## config.mk

```make
export PLATFORM = sky130hd
export DESIGN_NAME = camera_scroll_ctrl
export DESIGN_NICKNAME = d
export VERILOG_FILES = /design/src/rtl/camera_scroll_ctrl.sv
export SDC_FILE = /design/constraint.sdc
export NUM_CORES = 1
export LEC_CHECK = 0
export CAP_MARGIN = 10
export CELL_PAD_IN_SITES_DETAIL_PLACEMENT = 1
export CELL_PAD_IN_SITES_GLOBAL_PLACEMENT = 2
export CORE_ASPECT_RATIO = 1.1
export CORE_MARGIN = 4
export CORE_UTILIZATION = 36
export CTS_BUF_LIST = sky130_fd_sc_hd__clkbuf_2 sky130_fd_sc_hd__clkbuf_4 sky130_fd_sc_hd__clkbuf_8
export DETAILED_ROUTE_END_ITERATION = 12
export GPL_ROUTABILITY_DRIVEN = 1
export PLACE_DENSITY_LB_ADDON = 0.1
export SETUP_SLACK_MARGIN = 0.3
export SYNTH_ARGS = -nofsm -noshare
export SYNTH_HDL_FRONTEND = slang
export SYNTH_SLANG_ARGS = --single-unit
```

## constraint.sdc

```tcl
create_clock -name sys_clk -period 6.6 [get_ports sys_clk]
set_input_delay 1.65 -clock sys_clk [delete_from_list [all_inputs] [get_ports sys_clk]]
set_output_delay 1.65 -clock sys_clk [all_outputs]
set_load 0.005 [all_outputs]
```

## src/rtl/camera_scroll_ctrl.sv

```systemverilog
// Camera sequencer: watches the character's absolute y, smoothly scrolls the
// view base one block at a time, commits camera_y, then settles before re-arming.
module camera_scroll_ctrl #(
  parameter int PHY_WIDTH    = 16,
  parameter int BLOCK_WIDTH  = 480,
  parameter int CAM_WIDTH    = 5,
  parameter int MAX_BLOCK    = 31,
  parameter int HYST         = 8,
  parameter int SCROLL_STEP  = 16,
  parameter int SETTLE_TICKS = 4
) (
  input  logic                 sys_clk,
  input  logic                 sys_rst,
  input  logic                 tick,
  input  logic                 freeze,
  input  logic [PHY_WIDTH-1:0] char_abs_y,
  output logic [CAM_WIDTH-1:0] camera_y,
  output logic [PHY_WIDTH-1:0] view_base_y,
  output logic                 busy,
  output logic                 block_switch,
  output logic                 switch_up
);

  localparam int W1    = PHY_WIDTH + 1;
  localparam int CNT_W = (SETTLE_TICKS > 1) ? $clog2(SETTLE_TICKS) : 1;

  localparam logic [W1-1:0]        LP_BW       = W1'(BLOCK_WIDTH);
  localparam logic [W1-1:0]        LP_HYST     = W1'(HYST);
  localparam logic [W1-1:0]        LP_STEP     = W1'(SCROLL_STEP);
  localparam logic [CAM_WIDTH-1:0] LP_CAM_MAX  = CAM_WIDTH'(MAX_BLOCK);
  localparam logic [CAM_WIDTH-1:0] LP_CAM_ONE  = CAM_WIDTH'(1);
  localparam logic [CNT_W-1:0]     LP_CNT_ONE  = CNT_W'(1);
  localparam logic [CNT_W-1:0]     LP_CNT_LAST = CNT_W'(SETTLE_TICKS - 1);

  typedef enum logic [1:0] {
    ST_IDLE,
    ST_SCROLL_UP,
    ST_SCROLL_DOWN,
    ST_SETTLE
  } state_t;

  state_t               r_state;
  logic [CAM_WIDTH-1:0] r_cam;
  logic [PHY_WIDTH-1:0] r_base;
  logic [PHY_WIDTH-1:0] r_target;
  logic [CNT_W-1:0]     r_cnt;
  logic                 r_busy;
  logic                 r_switch;
  logic                 r_up;

  logic [W1-1:0] w_lo;
  logic [W1-1:0] w_hi;
  logic [W1-1:0] w_y;
  logic [W1-1:0] w_base;
  logic [W1-1:0] w_tgt;
  logic [W1-1:0] w_up_next;
  logic [W1-1:0] w_dn_next;
  logic [W1-1:0] w_dn_tgt;
  logic          w_up_done;
  logic          w_dn_done;
  logic          w_go_up;
  logic          w_go_dn;

  always_comb begin
    w_lo      = LP_BW * W1'(r_cam);
    w_hi      = w_lo + LP_BW;
    w_dn_tgt  = w_lo - LP_BW;
    w_y       = W1'(char_abs_y);
    w_base    = W1'(r_base);
    w_tgt     = W1'(r_target);
    w_up_next = w_base + LP_STEP;
    w_dn_next = w_base - LP_STEP;
    w_up_done = (w_up_next >= w_tgt);
    // Down-step completion compared on the target side so it never underflows.
    w_dn_done = (w_base <= w_tgt + LP_STEP);
    w_go_up   = (w_y >= w_hi + LP_HYST) && (r_cam < LP_CAM_MAX);
    w_go_dn   = (r_cam != '0) && (w_y + LP_HYST < w_lo);
  end

  always_ff @(posedge sys_clk) begin
    if (sys_rst) begin
      r_state  <= ST_IDLE;
      r_cam    <= '0;
      r_base   <= '0;
      r_target <= '0;
      r_cnt    <= '0;
      r_busy   <= 1'b0;
      r_switch <= 1'b0;
      r_up     <= 1'b0;
    end else if (freeze) begin
      r_switch <= 1'b0;
    end else begin
      r_switch <= 1'b0;
      if (tick) begin
        case (r_state)
          ST_IDLE: begin
            if (w_go_up) begin
              r_state  <= ST_SCROLL_UP;
              r_target <= w_hi[PHY_WIDTH-1:0];
              r_busy   <= 1'b1;
            end else if (w_go_dn) begin
              r_state  <= ST_SCROLL_DOWN;
              r_target <= w_dn_tgt[PHY_WIDTH-1:0];
              r_busy   <= 1'b1;
            end
          end
          ST_SCROLL_UP: begin
            if (w_up_done) begin
              r_base   <= r_target;
              r_cam    <= r_cam + LP_CAM_ONE;
              r_switch <= 1'b1;
              r_up     <= 1'b1;
              r_cnt    <= '0;
              r_state  <= ST_SETTLE;
            end else begin
              r_base <= w_up_next[PHY_WIDTH-1:0];
            end
          end
          ST_SCROLL_DOWN: begin
            if (w_dn_done) begin
              r_base   <= r_target;
              r_cam    <= r_cam - LP_CAM_ONE;
              r_switch <= 1'b1;
              r_up     <= 1'b0;
              r_cnt    <= '0;
              r_state  <= ST_SETTLE;
            end else begin
              r_base <= w_dn_next[PHY_WIDTH-1:0];
            end
          end
          ST_SETTLE: begin
            if (r_cnt == LP_CNT_LAST) begin
              r_cnt   <= '0;
              r_busy  <= 1'b0;
              r_state <= ST_IDLE;
            end else begin
              r_cnt <= r_cnt + LP_CNT_ONE;
            end
          end
          default: begin
            r_state <= ST_IDLE;
            r_busy  <= 1'b0;
          end
        endcase
      end
    end
  end

  assign camera_y     = r_cam;
  assign view_base_y  = r_base;
  assign busy         = r_busy;
  assign block_switch = r_switch;
  assign switch_up    = r_up;

endmodule

```

# Word-level counts from Yosys, hierarchy flattened
# Cells that the tools add are included.
dict set report word_totals {
  regBits 44
  inputBits 20
  out_inout_bits 24
  wordCells 77
}
dict set report classes {
  n_addsub 10
  mul 1
  magnitude_cmp 5
  n_eq_ne 8
  muxes 28
  bitwise 2
  n_reduce_logical 15
}
# op n
set ops {}
lappend ops {{16-bit two-way mux} 4}
lappend ops {{16-bit by 5-bit adder with 17-bit output, second input constant} 2}
lappend ops {{16-bit case mux with 2 select lines} 1}
lappend ops {{16-bit by 4-bit adder with 17-bit output, second input constant} 1}
lappend ops {{17-bit by 16-bit greater-or-equal comparator with 1-bit output} 1}
lappend ops {{16-bit by 17-bit <= comparator with 1-bit output} 1}
lappend ops {{17-bit by 14-bit less-than comparator with 1-bit output} 1}
lappend ops {{15-bit by 4-bit adder with 16-bit output, second input constant} 1}
lappend ops {{16-bit greater-or-equal comparator} 1}
lappend ops {{2-bit two-way mux} 8}
lappend ops {{16-bit by 5-bit subtractor with 16-bit output, second input constant} 1}
lappend ops {{14-bit by 9-bit adder with 15-bit output, second input constant} 1}
lappend ops {{5-bit AND reduction} 3}
lappend ops {{14-bit by 9-bit subtractor with 15-bit output, second input constant} 1}
lappend ops {{5-bit two-way mux} 2}
lappend ops {{5-bit case mux with 2 select lines} 1}
lappend ops {{4-bit by 5-bit multiplier with 9-bit output, first input constant} 1}
lappend ops {{2-bit case mux with 4 select lines} 1}
lappend ops {{1-bit two-way mux} 7}
lappend ops {{2-bit == test, second input constant} 3}
lappend ops {{2-bit != test, second input constant} 3}
lappend ops {{1-bit case mux with 2 select lines} 3}
lappend ops {{2-bit case mux with 3 select lines} 1}
lappend ops {{6-bit AND reduction} 1}
lappend ops {{15 further kinds} 19}

# Logic depth before layout (Yosys ltp)
# Gate-level depths: netlist (run 1).
dict set report logic_depth {
  word_depth 7
  depth_mapped 20
  depth_no_buf 18
}

# Worst setup path before layout (run 1)
# OpenSTA, ideal clock, no wires.
dict set report synth_path {
  kind {reg-to-reg}
  from {register r_cam[1] (netlist: camera_y[1])}
  to {register r_target[13]}
  setup_time_ns 0.092
  arrival_ns 4.711
  required_time_ns 6.508
  setup_slack_ns 1.796
  stages_incl_launch_ff 19
  n_path_buf 0
  path_cell_list {dfxtp_1 > inv_1 > fa_1 > fa_1 > inv_1 > ha_1 > nand2b_1 > a21oi_1 > nor4_1 > a311oi_1 > xnor2_1 > ha_1 > a21o_1 > a211o_1 > nand2_1 > nand2_1 > or4_1 > and3_1 > o32ai_1}
}
dict set report synth_via {
  elab_chain_len 7
}
# element line
set synth_lines {}
lappend synth_lines {{start: declaration} 43} ;# logic [CAM_WIDTH-1:0] r_cam;
lappend synth_lines {{start signal: assignment} 110} ;# r_cam <= r_cam + LP_CAM_ONE;
lappend synth_lines {{start signal: assignment} 122} ;# r_cam <= r_cam - LP_CAM_ONE;
lappend synth_lines {{4-bit by 5-bit multiplier with 9-bit output} 65} ;# w_lo = LP_BW * W1'(r_cam);
lappend synth_lines {{14-bit by 9-bit adder with 15-bit output} 66} ;# w_hi = w_lo + LP_BW;
lappend synth_lines {{15-bit by 4-bit adder with 16-bit output} 76} ;# w_go_up = (w_y >= w_hi + LP_HYST) && (r_cam < LP_CAM_MAX);
lappend synth_lines {{16-bit greater-or-equal comparator} 76}
lappend synth_lines {{1-bit logical AND} 76}
lappend synth_lines {{2-bit nonzero test (no line)} --}
lappend synth_lines {{4-bit AND reduction (no line)} --}
lappend synth_lines {{end signal: assignment} 99} ;# r_target <= w_hi[PHY_WIDTH-1:0];
lappend synth_lines {{end signal: assignment} 103} ;# r_target <= w_dn_tgt[PHY_WIDTH-1:0];
lappend synth_lines {{end: declaration} 45} ;# logic [PHY_WIDTH-1:0] r_target;
# Parallel ways exist; a longest one is shown, timed or not. The select of a mux whose other input is x is not followed.
# A chain may end at the register's enable or synchronous reset.

# Worst setup path after layout (run 1)
# Same ends and word-level chain as after synthesis.

==> results of run 1 <==
[cells by family (layout without fill, tap and decap cells)]
family,count (synthesis),in the layout,synth area share [%]
fa+ha+maj,76,76,23.97
mux,9,9,2.136
simple gates,145,145,17.92
buf+inv,70,93,7.060
xor+xnor,47,47,9.760
other cells,1,4,0.08891
compound gates,139,139,22.46
flops,35,35,16.61
[area by class of cell]
type | instances | area (um2) | share of cell area (%)
clock buffers | 6 | 76.32 | 1.602
clock inverters | 2 | 12.51 | 0.2627
inverters | 46 | 172.7 | 3.625
multi-input cells | 420 | 3231 | 67.82
flip-flops and latches | 35 | 700.7 | 14.71
well taps | 150 | 187.7 | 3.940
repair buffers | 39 | 382.9 | 8.038
[per-stage QoR]
stage | std cells | power [W] | utilization [%] | instance area, um2
6_report | 698 | 0.0006801 | 41.45 | 4763
5_1_grt | 698 | 0.0007287 | 41.45 | 4763
4_1_cts | 698 | 0.0006922 | 41.45 | 4763
3_5_place_dp | 690 | 0.0005208 | 40.68 | 4674
3_3_place_gp | 690 | 0.0005151 | 40.68 | 4674
2_1_floorplan | 525 | 0.0004453 | - | 4229
[final timing paths]
path | from | to | depth (start not counted)
setup reg to reg | camera_y[1] | r_target[13] | 19
hold / removal | r_cnt[1] | r_cnt[1] | 2
setup / recovery | camera_y[1] | r_target[13] | 19
hold reg to reg | r_cnt[1] | r_cnt[1] | 2
[cell usage in the layout (no fill, tap or decap), types with 3 or more instances in the layout]
cell / count
and3_1: 9
a211o_1: 3
o21ai_0: 25
dfxtp_1: 35
o32ai_1: 3
fa_1: 8
clkbuf_8: 5
xor2_1: 14
or4_1: 3
nand3_1: 17
a21oi_1: 51
and4_1: 4
clkdlybuf4s50_1: 36
nand4_1: 8
ha_1: 68
nor3_1: 10
nor4_1: 4
o211ai_1: 4
a221oi_1: 3
o21a_1: 4
a21o_1: 9
nor2b_1: 5
a221oi_2: 7
or3_1: 6
conb_1: 4
inv_1: 44
xnor2_1: 33
a211oi_1: 6
or2_2: 3
a31oi_1: 3
o22ai_1: 4
mux2i_1: 9
nor2_1: 26
nand2b_1: 3
o2111ai_1: 3
and2_1: 3
nand3b_1: 3
buf_4: 3
nand2_1: 34
[critical path: cells and delay by family (launching register included)]
| kind | cells | cell delay (ns) |
|---|---|---|
| compound gates | 3 | 0.60 |
| xor+xnor | 1 | 0.43 |
| fa+ha+maj | 4 | 1.71 |
| buf+inv | 3 | 0.47 |
| flops | 1 | 0.51 |
| simple gates | 8 | 1.64 |
[flip-flops by register name, indices dropped and copies added, names as in the netlist]
register      count
block_switch      1
switch_up         1
busy              1
r_cnt             2
camera_y          5
r_state           2
view_base_y      12
r_target         11
[power breakdown]
group          switching (W)  internal, W  leakage, nW
Sequential         0.0000177     0.000221        0.284
Clock              0.0000900    0.0000781       0.0446
Combinational       0.000165     0.000109         1.70
Total               0.000272     0.000408         2.03
[routing by layer]
layer | global-route usage (%) | wire, um
met1 | 21.18 | 5091
met2 | 36.01 | 6572
met3 | 1.895 | 226
met4 | 6.008 | 288
met5 | 0 | 0
==> impl_metrics.env, run 1 <==
export IMPL_outcome="completed"
export IMPL_yosys_area_top_type="ha_1"
export IMPL_hold_path_class="flop to flop"
export IMPL_dieArea_mm2=0.01351
export IMPL_cp_end_kind="flop"
export IMPL_worstSetupStartpointType="flop"
export IMPL_critPathSlowestCell="fa_1"
export IMPL_finClkSkew_ns=0.01491
export IMPL_layout_drive_gt1_share_pct=5.474
export IMPL_peakVddDrop_uv=90.55
export IMPL_clock_root_buffer="clkbuf_8"
export IMPL_slew_headroom_pct=46.05
export IMPL_power_leakage_nw=2.028
export IMPL_fillCellCount=1418
export IMPL_cts_buffers=5
export IMPL_synth_async_sr_flop_share_pct=0
export IMPL_via_per_inst=5.569
export IMPL_vias=3887
export IMPL_first_pass_iters=4
export IMPL_htreeDepth=2
export IMPL_synth_seq_area_share_pct=16.61
export IMPL_grt_pass1_vias=4148
export IMPL_yosys_top_cells_count="ha_1 (68), a21oi_1 (51), inv_1 (44), dfxtp_1 (35), nand2_1 (34)"
export IMPL_avgSynthCellArea_um2=8.080
export IMPL_worst_slack_ns=1.142
export IMPL_synth_cell_type_count=59
export IMPL_path_clk_slew_ns=0.08
export IMPL_drc_errors=0
export IMPL_synth_cells=522
export IMPL_grt_pass1_wl_um=20590
export IMPL_cp_max_fo=13
export IMPL_synth_edff_count=0
export IMPL_grt_start_max_net_pins=23
export IMPL_numPortBuffers=36
export IMPL_dp_slack_ns=1.123
export IMPL_crit_required_ns=6.80
export IMPL_max_stage_delay_ns=0.54
export IMPL_setup_viol=0
export IMPL_setup_tns_ns=0
export IMPL_yosysWarnings=0
export IMPL_area_growth_pct=12.93
export IMPL_start_util_pct=36.71
export IMPL_drt_iter0_markers=151
export IMPL_overflow=0
export IMPL_drt_wl_total_um=12180
export IMPL_tritoncts="yes"
export IMPL_grtUsageTotal_pct=18.56
export IMPL_arrival_ns=5.66
export IMPL_fin_crit_sh_pct=82.69
export IMPL_holdWs_ns=0.4595
export IMPL_antenna_found_initial=0
export IMPL_synth_main_ff_cell="dfxtp_1"
export IMPL_synth_area_mm2=0.004218
export IMPL_rsz0062_at_grt="false"
export IMPL_synth_top_area_share_pct=20.17
export IMPL_diodes=0
export IMPL_fmax_mhz=183.2
export IMPL_wire_per_inst_um=17.45
export IMPL_ios=44
export IMPL_synth_most_common_cell="ha_1"
export IMPL_ant_nets=0
export IMPL_ff2ff_setup_slack_ns=1.14
export IMPL_cts_max_path_buffers=2
export IMPL_cts_resized=0
export IMPL_clk_latency_ns=0.30
export IMPL_die_h_um=121.5
export IMPL_ys_ff_latch=35
export IMPL_cts_setup_buffers=0
export IMPL_cts_sinks=35
export IMPL_hold_buffers=0
export IMPL_worst_pin_slew_ns=0.8093
export IMPL_hpwl_um=9921
export IMPL_crit_type="flop to flop"
export IMPL_maxCapViolations=0
export IMPL_place_congestion=0.8249
export IMPL_hold_violations=0
export IMPL_synthTopCellsByArea="ha_1 (20%), dfxtp_1 (17%), xnor2_1 (6.9%)"
export IMPL_crit_chain="inv_1 -> fa_1 -> fa_1 -> inv_1 -> ha_1 -> nand2b_1 -> a21oi_1 -> xor2_1 -> nand3_1 -> nor2_1 -> nand2_1 -> ha_1 -> and4_1 -> o21ai_1 -> nand2_1 -> buf_4 -> or4_1 -> and3_1 -> o32ai_1"
export IMPL_slew_violations=0
export IMPL_die_width_um=111.2
export IMPL_finalNetCount=643
export IMPL_power_density_mw_per_mm2=142.8
export IMPL_core_mm2=0.01149
export IMPL_layout_min_cycle_time_ns=5.458
export IMPL_rows=41
No activity file was read; power rests on OpenSTA's default activity.
==> run 2, diff against run 1 <==
==> constraint.sdc (replaced) <==
create_clock -name sys_clk -period 5.4 [get_ports sys_clk]
set_input_delay 1.35 -clock sys_clk [delete_from_list [all_inputs] [get_ports sys_clk]]
set_output_delay 1.35 -clock sys_clk [all_outputs]
set_load 0.005 [all_outputs]
==> run 2 against run 1 <==
Compared with the run above:
- cell count up 2.4%
- critical path depth down 2
- clock-buffer cell count up 1
- critical endpoint unchanged
- highest routed layer unchanged
==> impl_metrics.env, run 2 (same netlist as run 1, synthesis figures left out) <==
export IMPL_final_common_cell="ha_1"
export IMPL_rows=41
export IMPL_path_depth=17
export IMPL_fin_crit_sh_pct=90.35
export IMPL_finalNonFillerCells=715
export IMPL_crit_required_ns=5.60
export IMPL_grtUsageTotal_pct=18.48
export IMPL_start_util_pct=36.71
export IMPL_grt_start_max_net_pins=23
export IMPL_fmax_mhz=205.0
export IMPL_ant_nets=0
export IMPL_first_pass_iters=4
export IMPL_power_density_mw_per_mm2=171.5
export IMPL_fin_area_mm2=0.005007
export IMPL_worst_pin_slew_ns=0.8364
export IMPL_hold_violations=0
export IMPL_drt_wl_total_um=12380
export IMPL_die_h_um=121.5
export IMPL_worstSetupStartpointType="flop"
export IMPL_hold_buffers=0
export IMPL_arrival_ns=5.08
export IMPL_path_delay_family="adder cells"
export IMPL_layout_common_cells="ha_1 (65), a21oi_1 (48), inv_1 (43), clkdlybuf4s50_1 (36), nand2_1 (34)"
export IMPL_max_stage_delay_ns=0.53
export IMPL_htreeDepth=2
export IMPL_overflow=0
export IMPL_finClkSkew_ns=0.01373
export IMPL_hold_depth=2
export IMPL_placed_cell_area_mm2=0.004735
export IMPL_cp_max_fo=6
export IMPL_setup_viol=0
export IMPL_finalNetCount=660
export IMPL_area_growth_pct=18.72
export IMPL_clk_latency_ns=0.30
export IMPL_path_clk_slew_ns=0.08
export IMPL_critPathSlowestCell="fa_1"
export IMPL_slew_violations=0
export IMPL_tritoncts="yes"
export IMPL_layout_min_cycle_time_ns=4.879
export IMPL_via_per_inst=5.457
export IMPL_vias=3902
export IMPL_diodes=0
export IMPL_outcome="completed"
export IMPL_core_mm2=0.01149
export IMPL_largest_reg_flops=12
export IMPL_ios=44
export IMPL_slew_headroom_pct=44.24
export IMPL_layout_drive_gt1_share_pct=11.33
export IMPL_rsz0062_at_grt="true"
export IMPL_crit_type="flop to flop"
export IMPL_critical_path_buf_inv_count=1
export IMPL_setup_tns_ns=0
export IMPL_maxCapViolations=0
export IMPL_numPortBuffers=36
export IMPL_cts_sinks=35
export IMPL_place_congestion=0.8134
export IMPL_grt_pass1_vias=4092
export IMPL_hold_path_class="flop to flop"
export IMPL_grt_pass1_wl_um=20490
export IMPL_dieArea_mm2=0.01351
export IMPL_cp_end_kind="flop"
export IMPL_peakVddDrop_uv=138.5
export IMPL_cts_max_path_buffers=2
export IMPL_drt_iter0_markers=200
export IMPL_antenna_found_initial=0
export IMPL_die_width_um=111.2
export IMPL_wire_per_inst_um=17.32
export IMPL_cts_buffers=5
export IMPL_clock_root_buffer="clkbuf_8"
export IMPL_power_leakage_nw=2.138
export IMPL_crit_chain="fa_1 -> fa_1 -> inv_1 -> fa_2 -> nand2b_4 -> a21oi_2 -> xor2_2 -> nand4_1 -> xnor2_1 -> ha_1 -> a21o_1 -> a211o_1 -> nand2_1 -> nand2_1 -> or4_1 -> and3_1 -> o32ai_1"
export IMPL_r2r_worst_path_cells=17
export IMPL_drc_errors=0
export IMPL_dp_cells=698
export IMPL_hpwl_um=9987
[run 2: cell type report]
type                    count  area, um2
fillers                  1395       6484
multi-input cells         420       3323
clock buffers               7      96.34
inverters                  46      176.4
well taps                 150      187.7
repair buffers             56      510.5
flip-flops and latches     35      705.7
clock inverters             1      7.507
[run 2: worst paths after layout]
kind,startpoint,endpoint,slack (ns)
max,camera_y[2],r_target[13],0.52
min,r_cnt[1],r_cnt[1],0.46
max reg2reg,camera_y[2],r_target[13],0.52
min reg2reg,r_cnt[1],r_cnt[1],0.46
[run 2: stage by stage]
| stage | hold WS [ns] | util (%) | setup slack [ns] | total power [W] |
|---|---|---|---|---|
| final | 0.4581 | 43.58 | 0.5212 | 0.0008588 |
| after global routing | 0.4967 | 43.58 | 0.2269 | 0.0009218 |
| after CTS | 0.4639 | 42.20 | 0.3020 | 0.0008687 |
| after global placement | 0.4470 | 41.20 | 0.1621 | 0.0006303 |
| after detailed placement | 0.4521 | 41.20 | 0.09514 | 0.0006389 |
| after floorplan | 0.4355 | - | 0.5965 | 0.0005442 |
[run 2: repair_timing]
action,CTS,global route
endpoints found under the setup margin,12,14
pin swaps,0,4
buffers inserted,0,9
resized for setup,3,18
[run 2: layer usage]
layer  vias to the layer above  routed length [um]  share of wire (%)  track usage, %
met1                      1890                5286                 43           21.11
met4                         0                 176                1.4           4.639
li1                       1957                   -                  -               -
met5                         -                   0                  0               0
met2                        42                6711                 54           36.43
met3                        13                 207                1.7           1.995
[run 2: worst reg2reg max path, stage by stage, from the launching register on]
cell and delay [ns]:
dfxtp_4 0.38, fa_1 0.51, fa_1 0.53, inv_1 0.06, fa_2 0.37, nand2b_4 0.17, a21oi_2 0.17, xor2_2 0.30
nand4_1 0.19, xnor2_1 0.17, ha_1 0.29, a21o_1 0.16, a211o_1 0.31, nand2_1 0.13, nand2_1 0.10, or4_1 0.51
and3_1 0.19, o32ai_1 0.25
[run 2: report_power, final]
group | internal, W | switching, W
registers | 0.000269 | 0.0000187
clock network | 0.000116 | 0.000108
logic | 0.000138 | 0.000209
==> run 3, diff against run 2 <==
--- a/config.mk
+++ b/config.mk
@@ -9,7 +9,6 @@
 export CELL_PAD_IN_SITES_DETAIL_PLACEMENT = 1
 export CELL_PAD_IN_SITES_GLOBAL_PLACEMENT = 2
 export CORE_ASPECT_RATIO = 1.1
-export CORE_MARGIN = 4
 export CORE_UTILIZATION = 36
 export CTS_BUF_LIST = sky130_fd_sc_hd__clkbuf_2 sky130_fd_sc_hd__clkbuf_4 sky130_fd_sc_hd__clkbuf_8
 export DETAILED_ROUTE_END_ITERATION = 12
==> run 3 against run 2 <==
Compared with the run above:
- global-route usage up 2.4 points
- utilization decreased by 0.47 points
- clock skew down 0.0029 ns
- maximum frequency is 0.61% higher
- critical path depth stayed put
- worst hold slack better by 0.00073 ns
- cell count down 0.42%
- non-clock buffer count is 3 lower
- combinational power up 1%
- clock power decreased by 8%
- largest cell class unchanged
==> impl_metrics.env, run 3 (same netlist as run 1, synthesis figures left out) <==
export IMPL_outcome="completed"
export IMPL_slew_headroom_pct=47.93
export IMPL_layout_drive_gt1_share_pct=10.85
export IMPL_grt_pass1_wl_um=20130
export IMPL_via_per_inst=5.492
export IMPL_tritoncts="yes"
export IMPL_fin_crit_sh_pct=89.80
export IMPL_ios=44
export IMPL_drt_wl_total_um=12220
export IMPL_cts_sinks=35
export IMPL_vias=3910
export IMPL_start_util_pct=36.87
export IMPL_cp_max_fo=6
export IMPL_worstSetupStartpointType="flop"
export IMPL_fmax_mhz=206.2
export IMPL_critical_path_buf_inv_count=1
export IMPL_layout_common_cells="ha_1 (67), a21oi_1 (49), inv_1 (42), clkdlybuf4s50_1 (36), nand2_1 (33)"
export IMPL_dieArea_mm2=0.01215
export IMPL_htreeDepth=2
export IMPL_dp_cells=701
export IMPL_diodes=0
export IMPL_clk_latency_ns=0.30
export IMPL_place_congestion=0.9072
export IMPL_drc_errors=0
export IMPL_hold_violations=0
export IMPL_grtUsageTotal_pct=20.85
export IMPL_slew_violations=0
export IMPL_hpwl_um=9973
export IMPL_peakVddDrop_uv=104.7
export IMPL_crit_chain="fa_1 -> fa_1 -> inv_1 -> fa_2 -> nand2b_4 -> a21oi_2 -> xor2_2 -> nand4_1 -> xnor2_1 -> ha_1 -> a21o_1 -> a211o_1 -> nand2_1 -> nand2_2 -> or4_1 -> and3_1 -> o32ai_1"
export IMPL_layout_min_cycle_time_ns=4.849
export IMPL_final_common_cell="ha_1"
export IMPL_max_stage_delay_ns=0.52
export IMPL_met3_usage_pct=1.687
export IMPL_grt_pass1_vias=3964
export IMPL_grt_util_met1_pct=23.56
export IMPL_drt_iter0_markers=99
export IMPL_utilization_pct=43.10
export IMPL_rsz0062_at_grt="false"
export IMPL_critPathSlowestCell="fa_1"
export IMPL_path_clk_slew_ns=0.08
export IMPL_crit_type="flop to flop"
export IMPL_cts_buffers=5
export IMPL_area_growth_pct=16.91
export IMPL_die_width_um=105.2
export IMPL_holdWs_ns=0.4588
export IMPL_gr_usage_met2_pct=41.23
export IMPL_numPortBuffers=36
export IMPL_antenna_found_initial=0
export IMPL_largest_reg_flops=12
export IMPL_maxCapViolations=0
export IMPL_wire_per_inst_um=17.17
export IMPL_rows=41
export IMPL_setup_viol=0
export IMPL_ant_nets=0
export IMPL_arrival_ns=5.05
export IMPL_power_density_mw_per_mm2=171.8
export IMPL_setup_tns_ns=0
export IMPL_crit_required_ns=5.60
export IMPL_clock_root_buffer="clkbuf_8"
export IMPL_finalNetCount=657
export IMPL_finClkSkew_ns=0.01079
export IMPL_overflow=0
export IMPL_power_leakage_nw=2.125
export IMPL_cpMostUsedCell="fa_1"
export IMPL_die_h_um=115.5
export IMPL_busiest_layer="met2"
export IMPL_hold_buffers=0
export IMPL_cp_end_kind="flop"
export IMPL_path_delay_family="adder cells"
export IMPL_grt_start_max_net_pins=23
export IMPL_core_mm2=0.01144
export IMPL_hold_path_class="flop to flop"
export IMPL_worst_pin_slew_ns=0.7810
export IMPL_first_pass_iters=5
export IMPL_cts_max_path_buffers=2
export IMPL_finalNonFillerCells=712
-- run 3: changes by cell type in the layout (fill, tap and decap cells not counted), moves of 2 or more --
cell and change:
buf_4 -3, ha_4 -3, clkbuf_8 -2, dfxtp_2 +2, ha_1 +2, inv_2 +2
-- run 3: final cells by class --
cell class / instances / area (um2)
clock buffers: 6 / 76.32
clock inverters: 2 / 12.51
fillers: 1391 / 6509
inverters: 46 / 172.7
multi-input cells: 420 / 3289
flip-flops and latches: 35 / 704.4
well taps: 150 / 187.7
repair buffers: 53 / 488.0
-- run 3: final timing paths --
check | startpoint | endpoint | slack, ns | cells after the start
worst max-delay path | camera_y[0] | r_target[13] | 0.55 | 17
worst max register to register | camera_y[0] | r_target[13] | 0.55 | 17
worst min register to register | r_cnt[1] | r_cnt[1] | 0.46 | 2
worst min-delay path | r_cnt[1] | r_cnt[1] | 0.46 | 2
-- run 3: power by group --
part	internal, W	switching [W]	total (W)
registers	0.000270	0.0000192	0.000289
clock network	0.0000954	0.000111	0.000207
logic	0.000141	0.000210	0.000351
-- run 3: worst register-to-register path, delay by kind of cell (launching register included) --
family,cells,cell delay [ns]
DFF,1,0.36
AOI/OAI and AO/OA,4,0.91
xor gates and xnor gates,2,0.45
buffers and inverters,1,0.06
and+or+nand+nor,6,1.27
adders and majority gates,4,1.70
-- run 3: per-stage QoR --
step	area (um2)	total power, W	worst slack, ns
6_report	4931	0.0008469	0.5507
5_1_grt	4931	0.0009044	0.3078
4_1_cts	4853	0.0008582	0.3158
3_5_place_dp	4757	0.0006487	0.2673
3_3_place_gp	4757	0.0006407	0.3215
2_1_floorplan	4229	0.0005442	0.5965
-- run 3: what timing repair did --
action / 4_1_cts / 5_1_grt
gates resized for setup: 1 / 17
setup endpoints to repair: 1 / 13
pin swaps: 0 / 4
endpoints found under the hold margin: 0 / 0
buffers inserted: 0 / 3
-- run 3: layer usage --
| metal | vias up | routed length [um] |
|---|---|---|
| li1 | 1942 | - |
| met1 | 1900 | 5194 |
| met2 | 54 | 6524 |
| met3 | 14 | 253 |
| met4 | 0 | 250 |
| met5 | - | 0 |
